<file path="src/rtl/layer0_lut_loader.sv">
// Beat-wise loader and single-cycle lookup for one layer-0 neuron truth table.
// Optional per-beat even parity checking is enabled by defining LUT_LOADER_PARITY_EN.
module layer0_lut_loader #(
  parameter int BEAT_W   = 8,
  parameter int LUT_IN_W = 6
) (
  input  logic                clk,
  input  logic                rst_n,
  input  logic                cfg_valid,
  input  logic                cfg_start,
  input  logic [BEAT_W-1:0]   cfg_data,
`ifdef LUT_LOADER_PARITY_EN
  input  logic                cfg_par,
`endif
  output logic                cfg_ready,
  output logic                cfg_err,
  output logic                loaded,
  input  logic                in_valid,
  input  logic [LUT_IN_W-1:0] in_data,
  output logic                in_ready,
  output logic                out_valid,
  output logic                out_data,
  input  logic                out_ready
);

  localparam int DEPTH   = 2 ** LUT_IN_W;
  localparam int NBEATS  = (DEPTH > BEAT_W) ? (DEPTH / BEAT_W) : 1;
  localparam int CNT_W   = (NBEATS > 1) ? $clog2(NBEATS) : 1;
  localparam int BEAT_SH = $clog2(BEAT_W);
  localparam logic [CNT_W-1:0] LAST_CNT = CNT_W'(NBEATS - 1);

  typedef enum logic [1:0] {
    ST_EMPTY = 2'd0,
    ST_LOAD  = 2'd1,
    ST_READY = 2'd2
  } state_e;

  state_e              state_q, state_d;
  logic [CNT_W-1:0]    cnt_q, cnt_d;
  logic                loaded_q, loaded_d;
  logic                cfg_err_q, cfg_err_d;
  logic                out_valid_q, out_valid_d;
  logic                out_data_q, out_data_d;
  logic [DEPTH-1:0]    table_q, table_d;

  logic                cfg_acc_s;
  logic                in_acc_s;
  logic                par_bad_s;
  logic                err_next_s;
  logic                wr_en_s;
  logic                last_s;
  logic [LUT_IN_W-1:0] base_s;

`ifdef LUT_LOADER_PARITY_EN
  function automatic logic parity_bad(input logic [BEAT_W-1:0] d, input logic p);
    return ^{d, p};
  endfunction

  assign par_bad_s = parity_bad(cfg_data, cfg_par);
  assign cfg_err   = cfg_err_q;
`else
  assign par_bad_s = 1'b0;
  assign cfg_err   = 1'b0;
`endif

  // Holding a result blocks config so the table cannot change under a pending lookup.
  assign cfg_ready = !out_valid_q;
  assign cfg_acc_s = cfg_valid && cfg_ready;
  assign in_ready  = (state_q == ST_READY) && loaded_q && !cfg_valid &&
                     (!out_valid_q || out_ready);
  assign in_acc_s  = in_valid && in_ready;

  assign loaded    = loaded_q;
  assign out_valid = out_valid_q;
  assign out_data  = out_data_q;

  // Load sequencing, table writes and error tracking.
  always_comb begin
    state_d    = state_q;
    cnt_d      = cnt_q;
    loaded_d   = loaded_q;
    table_d    = table_q;
    err_next_s = cfg_err_q;
    wr_en_s    = 1'b0;
    last_s     = 1'b0;
    base_s     = LUT_IN_W'(cnt_q) << BEAT_SH;

    if (cfg_acc_s && cfg_start) begin
      wr_en_s    = 1'b1;
      base_s     = '0;
      err_next_s = par_bad_s;
      last_s     = (LAST_CNT == '0);
      state_d    = ST_LOAD;
      cnt_d      = CNT_W'(1);
      loaded_d   = 1'b0;
    end else if (cfg_acc_s && (state_q == ST_LOAD)) begin
      wr_en_s    = 1'b1;
      err_next_s = cfg_err_q | par_bad_s;
      last_s     = (cnt_q == LAST_CNT);
      cnt_d      = cnt_q + CNT_W'(1);
    end else begin
      wr_en_s    = 1'b0;
    end

    if (last_s) begin
      state_d  = err_next_s ? ST_EMPTY : ST_READY;
      cnt_d    = '0;
      loaded_d = !err_next_s;
    end else begin
      last_s   = 1'b0;
    end

    if (wr_en_s) begin
      table_d[base_s +: BEAT_W] = cfg_data;
    end else begin
      table_d = table_q;
    end

    cfg_err_d = err_next_s;
  end

  // Lookup result register: capture on accept, release on out_ready.
  always_comb begin
    out_valid_d = out_valid_q;
    out_data_d  = out_data_q;
    if (in_acc_s) begin
      out_valid_d = 1'b1;
      out_data_d  = table_q[in_data];
    end else if (out_ready) begin
      out_valid_d = 1'b0;
    end else begin
      out_valid_d = out_valid_q;
    end
  end

  // Control state registers.
  always_ff @(posedge clk or negedge rst_n) begin
    if (!rst_n) begin
      state_q     <= ST_EMPTY;
      cnt_q       <= '0;
      loaded_q    <= 1'b0;
      cfg_err_q   <= 1'b0;
      out_valid_q <= 1'b0;
      out_data_q  <= 1'b0;
    end else begin
      state_q     <= state_d;
      cnt_q       <= cnt_d;
      loaded_q    <= loaded_d;
      cfg_err_q   <= cfg_err_d;
      out_valid_q <= out_valid_d;
      out_data_q  <= out_data_d;
    end
  end

  // Truth-table storage; contents are meaningless until a load completes.
  always_ff @(posedge clk) begin
    table_q <= table_d;
  end

endmodule

</file>
<file path="config.mk">
export PLATFORM = sky130hd
export DESIGN_NAME = layer0_lut_loader
export DESIGN_NICKNAME = d
export VERILOG_FILES = /design/src/rtl/layer0_lut_loader.sv
export SDC_FILE = /design/constraint.sdc
export NUM_CORES = 1
export LEC_CHECK = 0
export CAP_MARGIN = 20
export CORE_MARGIN = 2
export CORE_UTILIZATION = 30
export CTS_CLUSTER_SIZE = 40
export DETAILED_ROUTE_END_ITERATION = 16
export GPL_TIMING_DRIVEN = 1
export SETUP_SLACK_MARGIN = 0.1
export SYNTH_ARGS = -nofsm -noshare
export SYNTH_HDL_FRONTEND = slang
export SYNTH_SLANG_ARGS = --single-unit
</file>
<file path="constraint.sdc">
create_clock -name clk -period 5.8 [get_ports clk]
set_input_delay 0.58 -clock clk [delete_from_list [all_inputs] [get_ports clk]]
set_output_delay 0.58 -clock clk [all_outputs]
set_load 0.02 [all_outputs]
</file>
==> run metrics <==
status finished, final reports clean; Worst EP required ~5.8 ns; Min-Delay Startpoint cfg_err_q$_DFF_PN0_; max-slew violation count 0; PwrDens approximately 370 mW/mm²; IO buf count 24; worst-path fanout max 9; Syn-to-layout area delta 19.43%; RSZ-0062 raised after global routing false; GPL Wtd Cong 0.8067; Distinct cells, synth 39; syn_nets between 200 and 300; Startpoint Class input port; Post-synth EDFFs 64; Util after Layout 36.84%; Main synth FF type edfxtp_1; LEAKAGE 1.535 nW; Synth warnings 0; die area 0.01262 mm²; R2R Path End table_q[4]$_DFFE_PP_; layout cells sized above 1 7.641%; worst clock skew roughly 0.0053 ns; Final Power between 1.5 and 2 mW; Sw Share 25.82%; Post-Synthesis Cell Area 0.003522 mm²; Horiz. Die Dim 112.4 µm; crit end category flip-flop; synth cell count leaders 66 x and2_1, 64 x edfxtp_1, 20 x nand2_1, 19 x mux2i_1, 14 x nor2_1; grt total ovfl 0; asr flop ratio synth 11.11%; Non-Filler Instances 444; Max Freq 0.2781 GHz; #FFs+latches synth 72; clock slew at reported path FFs 0.05 ns; reg-to-reg setup timing slack 2.47 ns; Slew Limit Headroom 27.81%; Min-Delay Endpoint cfg_err_q$_DFF_PN0_; antenna-violating nets left 0; GRT Total Usage roughly 13%; Clock Latency Late Sink 0.33 ns; post-route cell area ~0.0042 mm²; pre-CTS WS 1.899 ns; CTS Buf Count 9; DP Area slightly below 0.004 mm²; dpl cells 424; Post-CTS Hold Buffers 0; R2R depth 7; Worst Tran Pin Value approximately 1.1 ns; Die H 112.4 µm; Worst setup startpoint cfg_valid; Ports 26; CTS Root Cell clkbuf_16; sequential element share of the synthesized area 60.25%; largest net degree at the start of global routing 26; clock tree sinks 72; Max clock buf depth 2; worst setup margin 2.204 ns; Combinational Power Share between 10% and 20%; Internal Power 1.147 mW; number of max-cap violations 0; H-tree Lvls 3; Nets 321; Mean Syn Cell Area 13.34 µm²; Hold WS 0.4853 ns; Via density about 4.8; cell taking the most area after synthesis edfxtp_1; PostCTS Resize Cnt 0; Crit Path Category in -> reg; initial drt markers between 80 and 90; vias in the first global route 2165; Vias 2118; Sw Pwr 0.3993 mW; FF-to-FF Start out_valid$_DFFE_PN0P_; Final setup viols 0; fillers 1112; Sequential Power Share 43.9%; CP arrival roughly 3.6 ns; synth top area cells edfxtp_1 55%, and2_1 12%, dfrtp_1 5.7%; setup_tns 0 ns; antenna violations before repair 0; Antenna Cells 0; CTS tree done; Final Hold Fails 0; Final Cycle Share 62.00%; Seq. cell area ~0.0021 mm²; core area 0.01142 mm²; most frequent cell after synthesis and2_1; DRC 0; Starting Density 30.85%; DR pass1 iterations 4; area of the multi-input gates 0.001320 mm²; WHS Path Cells 1; Gate Count Post-Synth 264; setup bufs post-CTS 0; DRT Wirelength 7.460 mm; clock power share 36.7%; Rows 39; share of the synthesized area in the top cell type between 50 and 60%; worst hold path class reg -> reg; fin crit period around 3.6 ns; Peak supply drop 0.1798 mV; first-pass GRT wire length 11.84 mm; Detailed Place HPWL between 5 and 6 mm; routed len/inst between 15 and 20 µm
## cell type report
| type | count | area share [%] |
|---|---|---|
| timing repair buffer | 29 | 6.484 |
| tap | 143 | 4.253 |
| inverter | 2 | 0.1785 |
| multi-input combinational | 182 | 31.38 |
| clock buffer | 12 | 5.622 |
| clock inverter | 4 | 1.636 |
| sequential | 72 | 50.45 |
## flip-flops by register name, indices dropped and copies added (netlist names)
register / cells
table_q: 64
cnt_q: 3
state_q: 2
cfg_err_q: 1
out_data: 1
out_valid: 1
## per-layer routing
metal / vias up / GRT usage, % / share of wire, %
li1: 1033 / - / -
met3: 9 / 1.998 / 3.8
met1: 1026 / 16.41 / 45
met5: - / 0 / 0
met4: 0 / 7.236 / 2.2
met2: 50 / 20.80 / 49
## kinds of logic (layout without fill, tap and decap cells)
kind of cell,after synthesis,count (layout),synth area share [%]
simple gates,131,131,20.82
flops,72,72,60.25
mux,28,28,11.26
compound gates,17,17,3.517
buf+inv,10,47,2.273
fa+ha+maj,5,5,1.776
other cells,1,1,0.1065
## worst max-delay path, stage by stage
cell and delay (ns):
clkdlybuf4s50_1 0.45, nand3_1 0.26, nand2_1 0.20, ha_1 0.25
ha_1 0.34, nor4b_1 0.85, nor2b_1 0.63
## layout by cell type (no fill, tap or decap), types with 2 or more instances in the layout
cell type	Yosys	routed
a21oi_1	4	4
a22oi_1	3	3
and2_1	66	66
and3_1	2	2
bufinv_16	0	2
clkbuf_1	1	3
clkbuf_16	0	9
clkbuf_4	0	2
clkdlybuf4s50_1	0	24
dfrtp_1	8	8
edfxtp_1	64	64
ha_1	5	5
inv_1	2	2
mux2_2	2	2
mux2i_1	19	19
mux4_1	7	7
nand2_1	20	20
nand2b_1	7	7
nand3_1	4	4
nand3b_1	2	2
nor2_1	14	14
nor2_2	3	3
nor2b_1	3	3
nor3_1	6	6
or4_1	2	2
## power by group through the flow
stage | logic [mW] | clock network [mW] | registers [mW]
after floorplan | 0.213 | 0 | 0.683
after global placement | 0.288 | 0 | 0.687
after detailed placement | 0.298 | 0 | 0.689
after CTS | 0.299 | 0.577 | 0.678
after global routing | 0.341 | 0.603 | 0.686
final | 0.300 | 0.568 | 0.678
## worst max-delay path by stage
stage | to | slack [ns] | depth (start not counted)
after detailed placement | table_q[4]$_DFFE_PP_ | 1.90 | 7
after global placement | table_q[34]$_DFFE_PP_ | 2.04 | 7
after CTS | table_q[4]$_DFFE_PP_ | 2.24 | 7
after global routing | table_q[4]$_DFFE_PP_ | 1.84 | 7
after floorplan | table_q[0]$_DFFE_PP_ | 2.74 | 7
final | table_q[4]$_DFFE_PP_ | 2.20 | 7
Note: power is estimated with default switching activity, not from simulation.
==> RTL edit (same settings) <==
Register the inputs `cfg_valid` and `cfg_start` before use, cleared by the reset. The logic sees them one clock later. The other inputs are not delayed to match.
--- a/src/rtl/layer0_lut_loader.sv
+++ b/src/rtl/layer0_lut_loader.sv
@@ -35,6 +35,19 @@
     ST_READY = 2'd2
   } state_e;
 
+  logic cfg_valid_q;
+  logic cfg_start_q;
+
+  always_ff @(posedge clk or negedge rst_n) begin
+    if (!rst_n) begin
+      cfg_valid_q <= '0;
+      cfg_start_q <= '0;
+    end else begin
+      cfg_valid_q <= cfg_valid;
+      cfg_start_q <= cfg_start;
+    end
+  end
+
   state_e              state_q, state_d;
   logic [CNT_W-1:0]    cnt_q, cnt_d;
   logic                loaded_q, loaded_d;
@@ -65,8 +78,8 @@
 
   // Holding a result blocks config so the table cannot change under a pending lookup.
   assign cfg_ready = !out_valid_q;
-  assign cfg_acc_s = cfg_valid && cfg_ready;
-  assign in_ready  = (state_q == ST_READY) && loaded_q && !cfg_valid &&
+  assign cfg_acc_s = cfg_valid_q && cfg_ready;
+  assign in_ready  = (state_q == ST_READY) && loaded_q && !cfg_valid_q &&
                      (!out_valid_q || out_ready);
   assign in_acc_s  = in_valid && in_ready;
 
@@ -85,7 +98,7 @@
     last_s     = 1'b0;
     base_s     = LUT_IN_W'(cnt_q) << BEAT_SH;
 
-    if (cfg_acc_s && cfg_start) begin
+    if (cfg_acc_s && cfg_start_q) begin
       wr_en_s    = 1'b1;
       base_s     = '0;
       err_next_s = par_bad_s;
Behaviour: not the same (a bounded check fails within 10 cycles, from zero or initial values and one cycle with rst_n low).
==> RTL edit against the unedited design <==
- wire length decreased by 0.16%
- critical path depth unchanged
- setup slack improved by 0.23 ns
- first-iteration DRC count is 63% higher
- die area up 1.4%
- power is 1.1% higher
- critical path type is now flop to flop
- sequential cell count increased by 2
- utilization grew 0.18 points
- count of clock-buffer cells in the layout down 1
- final area grew 1.3%
- the flow now finishes with violations (design-rule violations)
- combinational power about the same
- area after synthesis rose by 1.4%
==> RTL edit: results <==
{
  "status": "complete, but fails checks",
  "failed_checks": "design-rule violations",
  "gp_congestion": 0.7600,
  "drc": 3,
  "syn_nets": 291,
  "wl_met1_um": 3469,
  "arrival_ns": 3.33,
  "clock_skew_ns": 0.004655,
  "met1_usage": 0.1669,
  "p_leak_nw": 1.605,
  "ir_drop_mv": 0.1368,
  "ys_top_cells_by_area": "edfxtp_1 (54%), and2_1 (12%), dfrtp_1 (7.0%), mux2i_1 (5.3%), mux4_1 (5.1%)",
  "nClkBuffers": 11,
  "drt-pass1-iter-count": 10,
  "wirelength_um": 7448,
  "async_flop_share": 0.1351,
  "stdcell_count": 446,
  "crit_fanout": 9,
  "synth_compound_area_frac": 0.03468,
  "routed_via_density": 4.758,
  "drt_iter0_markers": 143,
  "wl_met2_um": 3477,
  "syn_inst": 266,
  "synth_fa_ha_area_frac": 0.01751,
  "multi_input_area_share": 0.3097,
  "grt_usage": 0.1231,
  "use_met2": 0.1924,
  "nNetsFinal": 323,
  "grt_pass1_wl_um": 11830,
  "grt_pass1_vias": 2135,
  "seqCellArea_um2": 2172,
  "n_all_buffers": 29,
  "synth-seq-cells": 74,
  "yosysSeqAreaShare": 0.6081,
  "fill_cells": 1078,
  "wl_met3_um": 426,
  "buf_share": 0.06399,
  "drive_above_1_share": 0.08251,
  "final-clk-cell-share": 0.07308
}
-- RTL edit: report_power, final --
part | total (mW) | internal [mW] | switching (mW)
combinational | 0.300 | 0.119 | 0.181
sequential | 0.687 | 0.663 | 0.0241
clock | 0.577 | 0.376 | 0.201
total | 1.56 | 1.16 | 0.406
-- RTL edit: per-stage QoR --
step           worst slack, ns  cell area, um2
4_1_cts                  2.381            4245
3_3_place_gp             2.699            3934
2_1_floorplan            2.740            3572
5_1_grt                  2.101            4263
3_5_place_dp             2.395            3934
6_report                 2.430            4263
-- RTL edit: path summary, 6_finish.rpt --
check | start | end | slack (ns)
hold / removal | cfg_err_q | cfg_err_q | 0.48
setup / recovery | out_valid | table_q[3] | 2.43
min in group asynchronous | rst_n | out_data | 0.57
hold reg to reg | cfg_err_q | cfg_err_q | 0.48
max in group asynchronous | rst_n | cnt_q[1] | 4.93
setup reg to reg | out_valid | table_q[3] | 2.43
